### config.mk
export PLATFORM = sky130hd
export DESIGN_NAME = product_accumulator_flat
export DESIGN_NICKNAME = d
export VERILOG_FILES = /design/src/rtl/acc_pkg.sv /design/src/rtl/product_accumulator_if.sv /design/src/rtl/acc_sat_adder.sv /design/src/rtl/product_accumulator.sv /design/src/flat_wrapper.sv
export SDC_FILE = /design/constraint.sdc
export NUM_CORES = 1
export LEC_CHECK = 0
export ABC_AREA = 0
export BUFFER_PORTS_ARGS = -buffer_cell sky130_fd_sc_hd__buf_2
export CORE_ASPECT_RATIO = 0.5
export CORE_UTILIZATION = 30
export DETAILED_ROUTE_END_ITERATION = 8
export PLACE_DENSITY_LB_ADDON = 0.05
export SLEW_MARGIN = 20
export SYNTH_ARGS = -nofsm -noshare
export SYNTH_HDL_FRONTEND = slang
export SYNTH_HIERARCHICAL = 1
export SYNTH_SLANG_ARGS = --single-unit
### constraint.sdc
create_clock -name clk -period 7.7 [get_ports clk]
set_input_delay 0 -clock clk [delete_from_list [all_inputs] [get_ports clk]]
set_output_delay 0 -clock clk [all_outputs]
set_load 0.05 [all_outputs]
### src/rtl/acc_pkg.sv
`default_nettype none
// ==== acc_pkg: shared state encoding and width defaults for the product accumulator | rev 1.0 ====
package acc_pkg;

  localparam int ACC_W_DEF   = 72;
  localparam int COUNT_W_DEF = 8;

  typedef enum logic [1:0] {
    IDLE  = 2'd0,
    ACCUM = 2'd1,
    DONE  = 2'd2
  } state_t;

endpackage
`default_nettype wire

### src/rtl/product_accumulator_if.sv
`default_nettype none
// ==== product_accumulator_if: product input stream and term result handshake | rev 1.0 ====
interface product_accumulator_if #(
  parameter int N       = 32,
  parameter int ACC_W   = 72,
  parameter int COUNT_W = 8
);
  logic                 in_valid;
  logic                 in_ready;
  logic [2*N-1:0]       in_product;
  logic                 in_last;
  logic                 out_valid;
  logic                 out_ready;
  logic [ACC_W-1:0]     out_sum;
  logic [COUNT_W-1:0]   out_count;
  logic                 out_ovf;

  modport master (
    output in_valid, in_product, in_last, out_ready,
    input  in_ready, out_valid, out_sum, out_count, out_ovf
  );

  modport slave (
    input  in_valid, in_product, in_last, out_ready,
    output in_ready, out_valid, out_sum, out_count, out_ovf
  );
endinterface
`default_nettype wire

### src/rtl/acc_sat_adder.sv
`default_nettype none
// ==== acc_sat_adder: signed ACC_W adder with overflow flag; clamps when ACC_SATURATE_EN is defined | rev 1.0 ====
module acc_sat_adder #(
  parameter int ACC_W = 72
) (
  input  logic [ACC_W-1:0] a,
  input  logic [ACC_W-1:0] b,
  output logic [ACC_W-1:0] sum,
  output logic             ovf
);
  logic [ACC_W-1:0] raw;

  assign raw = a + b;
  // Overflow only possible when both addends share a sign and the result flips it
  assign ovf = (a[ACC_W-1] == b[ACC_W-1]) && (raw[ACC_W-1] != a[ACC_W-1]);

`ifdef ACC_SATURATE_EN
  localparam logic [ACC_W-1:0] MAX_POS = {1'b0, {(ACC_W-1){1'b1}}};
  localparam logic [ACC_W-1:0] MIN_NEG = {1'b1, {(ACC_W-1){1'b0}}};

  assign sum = ovf ? (a[ACC_W-1] ? MIN_NEG : MAX_POS) : raw;
`else
  assign sum = raw;
`endif

endmodule
`default_nettype wire

### src/rtl/product_accumulator.sv
`default_nettype none
// ==== product_accumulator: sums a stream of signed products into one term per "last" beat | rev 1.0 ====
// ==== Build option: ACC_SATURATE_EN selects clamping instead of wrap-around on overflow.          ====
module product_accumulator
  import acc_pkg::*;
#(
  parameter int N       = 32,
  parameter int ACC_W   = ACC_W_DEF,
  parameter int COUNT_W = COUNT_W_DEF
) (
  input  logic                 clk,
  input  logic                 rst_n,
  product_accumulator_if.slave bus
);
  localparam int PROD_W = 2 * N;

  state_t               state, state_nxt;
  logic [ACC_W-1:0]     acc;
  logic [COUNT_W-1:0]   count;
  logic                 ovf;
  logic [ACC_W-1:0]     out_sum_q;
  logic [COUNT_W-1:0]   out_count_q;
  logic                 out_ovf_q;

  logic signed [PROD_W-1:0] product;
  logic [ACC_W-1:0]     acc_base;
  logic [ACC_W-1:0]     product_ext;
  logic [ACC_W-1:0]     acc_nxt;
  logic                 add_ovf;
  logic [COUNT_W-1:0]   count_base;
  logic [COUNT_W-1:0]   count_nxt;
  logic                 ovf_nxt;
  logic                 accept;
  logic                 release_term;

  assign product     = bus.in_product;
  assign product_ext = ACC_W'(product);

  // A fresh term starts from zero regardless of what the registers hold
  assign acc_base   = (state == IDLE) ? '0 : acc;
  assign count_base = (state == IDLE) ? '0 : count;
  assign count_nxt  = (&count_base) ? count_base : count_base + COUNT_W'(1);
  assign ovf_nxt    = ((state == IDLE) ? 1'b0 : ovf) | add_ovf;

  assign accept       = bus.in_valid && (state != DONE);
  assign release_term = (state == DONE) && bus.out_ready;

  acc_sat_adder #(
    .ACC_W (ACC_W)
  ) u_adder (
    .a   (acc_base),
    .b   (product_ext),
    .sum (acc_nxt),
    .ovf (add_ovf)
  );

  always_comb begin
    state_nxt = state;
    case (state)
      IDLE, ACCUM: begin
        if (accept) state_nxt = bus.in_last ? DONE : ACCUM;
      end
      DONE: begin
        if (bus.out_ready) state_nxt = IDLE;
      end
      default: state_nxt = IDLE;
    endcase
  end

  always_ff @(posedge clk) begin
    if (!rst_n) begin
      state       <= IDLE;
      acc         <= '0;
      count       <= '0;
      ovf         <= 1'b0;
      out_sum_q   <= '0;
      out_count_q <= '0;
      out_ovf_q   <= 1'b0;
    end else begin
      state <= state_nxt;
      if (accept) begin
        acc   <= acc_nxt;
        count <= count_nxt;
        ovf   <= ovf_nxt;
        if (bus.in_last) begin
          out_sum_q   <= acc_nxt;
          out_count_q <= count_nxt;
          out_ovf_q   <= ovf_nxt;
        end
      end else if (release_term) begin
        acc   <= '0;
        count <= '0;
        ovf   <= 1'b0;
      end
    end
  end

  assign bus.in_ready  = (state != DONE);
  assign bus.out_valid = (state == DONE);
  assign bus.out_sum   = out_sum_q;
  assign bus.out_count = out_count_q;
  assign bus.out_ovf   = out_ovf_q;

endmodule
`default_nettype wire

### src/flat_wrapper.sv
// flat-port wrapper written by rule: the top's interface ports become plain ports
module product_accumulator_flat import acc_pkg::*;
#(
  parameter int N       = 32,
  parameter int ACC_W   = ACC_W_DEF,
  parameter int COUNT_W = COUNT_W_DEF
)
  (clk, rst_n, bus_in_valid, bus_in_product, bus_in_last, bus_out_ready, bus_in_ready, bus_out_valid, bus_out_sum, bus_out_count, bus_out_ovf);
  product_accumulator_if #(.N(N), .ACC_W(ACC_W), .COUNT_W(COUNT_W)) bus_i ();
  input  logic clk;
  input  logic rst_n;
  input wire logic [$bits(bus_i.in_valid)-1:0] bus_in_valid;
  input wire logic [$bits(bus_i.in_product)-1:0] bus_in_product;
  input wire logic [$bits(bus_i.in_last)-1:0] bus_in_last;
  input wire logic [$bits(bus_i.out_ready)-1:0] bus_out_ready;
  output wire logic [$bits(bus_i.in_ready)-1:0] bus_in_ready;
  output wire logic [$bits(bus_i.out_valid)-1:0] bus_out_valid;
  output wire logic [$bits(bus_i.out_sum)-1:0] bus_out_sum;
  output wire logic [$bits(bus_i.out_count)-1:0] bus_out_count;
  output wire logic [$bits(bus_i.out_ovf)-1:0] bus_out_ovf;
  assign bus_i.in_valid = bus_in_valid;
  assign bus_i.in_product = bus_in_product;
  assign bus_i.in_last = bus_in_last;
  assign bus_i.out_ready = bus_out_ready;
  assign bus_in_ready = bus_i.in_ready;
  assign bus_out_valid = bus_i.out_valid;
  assign bus_out_sum = bus_i.out_sum;
  assign bus_out_count = bus_i.out_count;
  assign bus_out_ovf = bus_i.out_ovf;
  product_accumulator #(.N(N), .ACC_W(ACC_W), .COUNT_W(COUNT_W)) u_core (.clk(clk), .rst_n(rst_n), .bus(bus_i));
endmodule
==> flow_results.org <==
** Critical path
- The worst register-to-register path has a setup slack of approximately 2300 ps.
- Required time of the worst setup path :: approximately 8100 ps
- Crit Path Max Fanout :: 40
- Category of the critical setup timing path :: register to register
- The slowest stage of the critical path belongs to the cell nor2_4.
- Setup crit start kind :: register
- The cell family contributing the most delay on the critical path is simple AND/OR/NAND/NOR gates.
- Critical path's largest stage delay :: slightly below 800 ps
- Worst path arrival time :: between 5000 and 6000 ps
- The worst setup path is captured at a register.
- Buf/Inv on CP :: 0
- Walking the worst path, the cells encountered are nor2_4 > nor2b_1 > ha_1 > nand3_1 > or3_1 > o2bb2ai_2 > a21boi_2 > or4_4 > a21bo_2 > o41a_1 > o21ai_4 > mux2_1 > a2111oi_0 > a22oi_1 > nor2_1.

** STA
- Setup repair after global routing missed its margin :: no
- Setup violations remaining at the end of the flow were counted as 0.
- Hold Fails Final Rpt :: 0
- Setup total negative slack on the finished layout was measured at 0 ps.
- Final worst path period share :: ~70%
- At the pin with the least slew margin, the transition time is approximately 1000 ps.
- For this run, the top clock speed supported by timing is roughly 0.19 GHz.
- Final count of pins violating max slew :: 0
- Final worst clock skew :: about 11 ps
- Headroom to the max-slew limit came out at 30.4%.
- The worst path needs 5390 ps of the cycle, external delays included.

** Cells and area
- Once layout is complete, the cells apart from fillers number 2008.
- Synth-to-layout area growth :: 15.1%
- Antenna diode instance count :: 0
- Final cell area excluding filler cells :: approximately 12000 um2
- Share of final-layout standard cells stronger than drive strength 1 :: approximately 14%
- Utilization after layout :: 35.6%
- At the end of the flow, the number of nets in the layout was roughly 1700.

** CTS
- CTS H-tree lvls :: 4
- TritonCTS built the clock tree.
- Skew-Pair Late Insertion Delay :: between 400 and 500 ps
- CTS placed an instance of clkbuf_16 at the clock tree root.
- No sink is reached through more buffers than the 2 on the longest clock path.
- Clock tree synthesis found a total of 164 sinks.
- Post_cts resized :: 0
- Post-CTS setup-driven buffer insertion count :: 0
- Total CTS buffers :: 17
- Clock transition at the registers of the reported paths :: ~70 ps

** Flow run
- Max capacitance violation total :: 0

** Route
- Total detailed-routing wirelength :: between 30000 and 40000 um
- For this block, the initial DRC count from the detailed router was roughly 760.
- Dividing the detail-routed wire length by the instance count gives 16.6 um.
- Via total after detailed routing :: about 10000
- Detailed-routing iteration count for the pre-antenna-repair pass :: 5
- The count of nets left with antenna violations once routing finished came out at 0.
- Avg Vias per Cell :: a little over 5
- For this run, design rule violations remaining after detail routing come to 0.

** Floorplan
- The initial utilization of the core area, before any placement, comes to 30.9%.
- The floorplan step set the die height to 136 um.
- Number of primary I/O pins :: 152
- Measured along the x axis, the die boundary spans approximately 270 um.
- The core region is around 35000 um2.
- The floorplan step defined a die boundary enclosing approximately 37000 um2.
- Row generation in the floorplan step produced between 40 and 50 rows.

** GRT
- Total congestion overflow after global routing :: 0
- Entering global routing, the biggest net connects 85 pins.
- The first global-routing pass estimated about 53000 um of wire.
- The number of global-route vias before repair is around 10000.
- The number of antenna violations at the first check in global routing was 0.
- Global routing used between 15 and 20% of the available tracks across all layers.

** Logic synthesis
- Biggest area contributors in the synthesized netlist :: dfxtp_1, a21oi_1, ha_1, nand2_1, a22oi_1
- Fraction of the yosys area taken by sequential cells :: between 30% and 40%
- Async set or reset register ratio after synthesis :: 0%
- Summed over its instances, the top area cell type makes up 30.3% of the synthesized netlist area.
- Post-synth top cells :: nand2_1, a21oi_1, dfxtp_1
- For this run, the number of Yosys warnings is 6.
- The number of nets handed over by synthesis was roughly 1600.
- Counting flops and latches in the post-synthesis netlist gives approximately 160.
- For this run, the leading register cell type out of synthesis is dfxtp_1.
- The netlist uses 72 different library cells.
- Of all cell types, the one taking the most synthesized area is dfxtp_1.
- Dividing the synthesized area by the synthesized cell count gives 7.54 um2.
- In this run, synthesis inferred 0 flip-flops with an integrated enable.
- In the post-synthesis netlist, the cell with the most instances is nand2_1.
- Cell area after synthesis :: 10800 um2
- Counting every instance in the synthesized netlist gives 1437.

** Placed design
- Global placer's final weighted congestion :: ~0.88
- Including well taps, the total number of placed cells is around 2000.
- Once placement finished, the instance area stood at about 12000 um2.
- IO buf count :: between 150 and 200
- Detailed placement finished with a half-perimeter wire length of between 20000 and 25000 um.

** Run status
- Status :: finished, final reports clean

** Pwr
- Summed over all cells, the static leakage comes to ~5.3 nW.
- The design draws ~2.4 mW.
- For this design the ratio of total power to cell area is 194 nW/um2.
- Worst IR drop on VDD :: 108 uV

** Min path
- The path class of the tightest hold or removal check is input port to register.
final cells by class:
| cell class | instances | area (um2) |
|---|---|---|
| fillers | 3759 | 22500 |
| multi-input cells | 1140 | 6990 |
| flip-flops and latches | 164 | 3280 |
| repair buffers | 163 | 861 |
| well taps | 475 | 594 |
| clock buffers | 17 | 425 |
| clock inverters | 15 | 180 |
| inverters | 34 | 130 |
state kept, by name, summed over array words and instances (netlist names):
| name | cells |
|---|---|
| u_core/count | 8 |
| u_core/state | 2 |
| u_core/ovf | 1 |
| u_core/bus.out_sum | 72 |
| u_core/bus.out_count | 8 |
| u_core/acc | 72 |
| u_core/bus.out_ovf | 1 |
cells by family after synthesis:
logic type | Yosys count | share of synthesized area, %
buffers and inverters | 133 | 5.30
XOR/XNOR | 68 | 5.50
flip-flops | 164 | 30.3
AO/OA/AOI/OAI | 460 | 27.3
adder cells (fa/ha/maj) | 72 | 8.38
multiplexers | 3 | 0.404
AND/OR/NAND/NOR | 537 | 22.9
final timing paths:
path                               from                    end  cells past startpoint
setup / recovery        u_core/state[1]         u_core/acc[68]                     15
hold / removal        bus_in_product[2]  u_core/bus.out_sum[2]                      5
setup reg to reg        u_core/state[1]         u_core/acc[68]                     15
hold reg to reg   u_core/bus.out_sum[6]  u_core/bus.out_sum[6]                      2
power breakdown:
| group | internal (mW) | switching, mW | leakage (nW) |
|---|---|---|---|
| clock network | 0.513 | 0.390 | 0.290 |
| logic | 0.191 | 0.388 | 3.71 |
| registers | 0.904 | 0.0279 | 1.34 |
per-stage QoR:
stage / hold WS (ps) / setup WS [ps]
finish: 97.3 / 2310
global route: 114 / 1810
CTS: 81.4 / 2310
detailed placement: 282 / 2370
floorplan: 113 / 3050
global placement: 273 / 2490
layer usage:
| metal | vias to the layer above | part of all wire [%] | wire length, um | track usage [%] |
|---|---|---|---|---|
| met1 | 4871 | 49 | 16200 | 24.0 |
| met5 | - | 0 | 0 | 0 |
| met3 | 19 | 3.9 | 1310 | 4.06 |
| li1 | 5248 | - | - | - |
| met2 | 168 | 46 | 15500 | 29.9 |
| met4 | 0 | 0.97 | 323 | 4.14 |
worst reg2reg max path, cell delays in order (launching register included):
cell       delay, ps
dfxtp_1          400
nor2_4           790
nor2b_1          150
ha_1             430
nand3_1          140
or3_1            350
o2bb2ai_2        210
a21boi_2         120
or4_4            550
a21bo_2          270
o41a_1           470
o21ai_4          220
mux2_1           350
a2111oi_0        560
a22oi_1          180
nor2_1           130
repair_timing:
action	in CTS	in global routing
hold buffers	6	0
endpoints found under the hold margin	11	0
setup endpoints to repair	0	0
cell usage in the layout, fill, tap and decap left out, types with 21 or more instances in the layout:
| master | count |
|---|---|
| nand2_1 | 213 |
| a21oi_1 | 188 |
| dfxtp_1 | 164 |
| buf_2 | 151 |
| nor2_1 | 126 |
| nor2b_1 | 75 |
| ha_1 | 71 |
| a22oi_1 | 64 |
| o21ai_0 | 56 |
| xnor2_1 | 45 |
| a21o_1 | 41 |
| nand4_1 | 33 |
| inv_1 | 32 |
| xor2_1 | 23 |
| nor3_1 | 21 |
| o21bai_1 | 21 |
(Power assumes the default switching activity.)
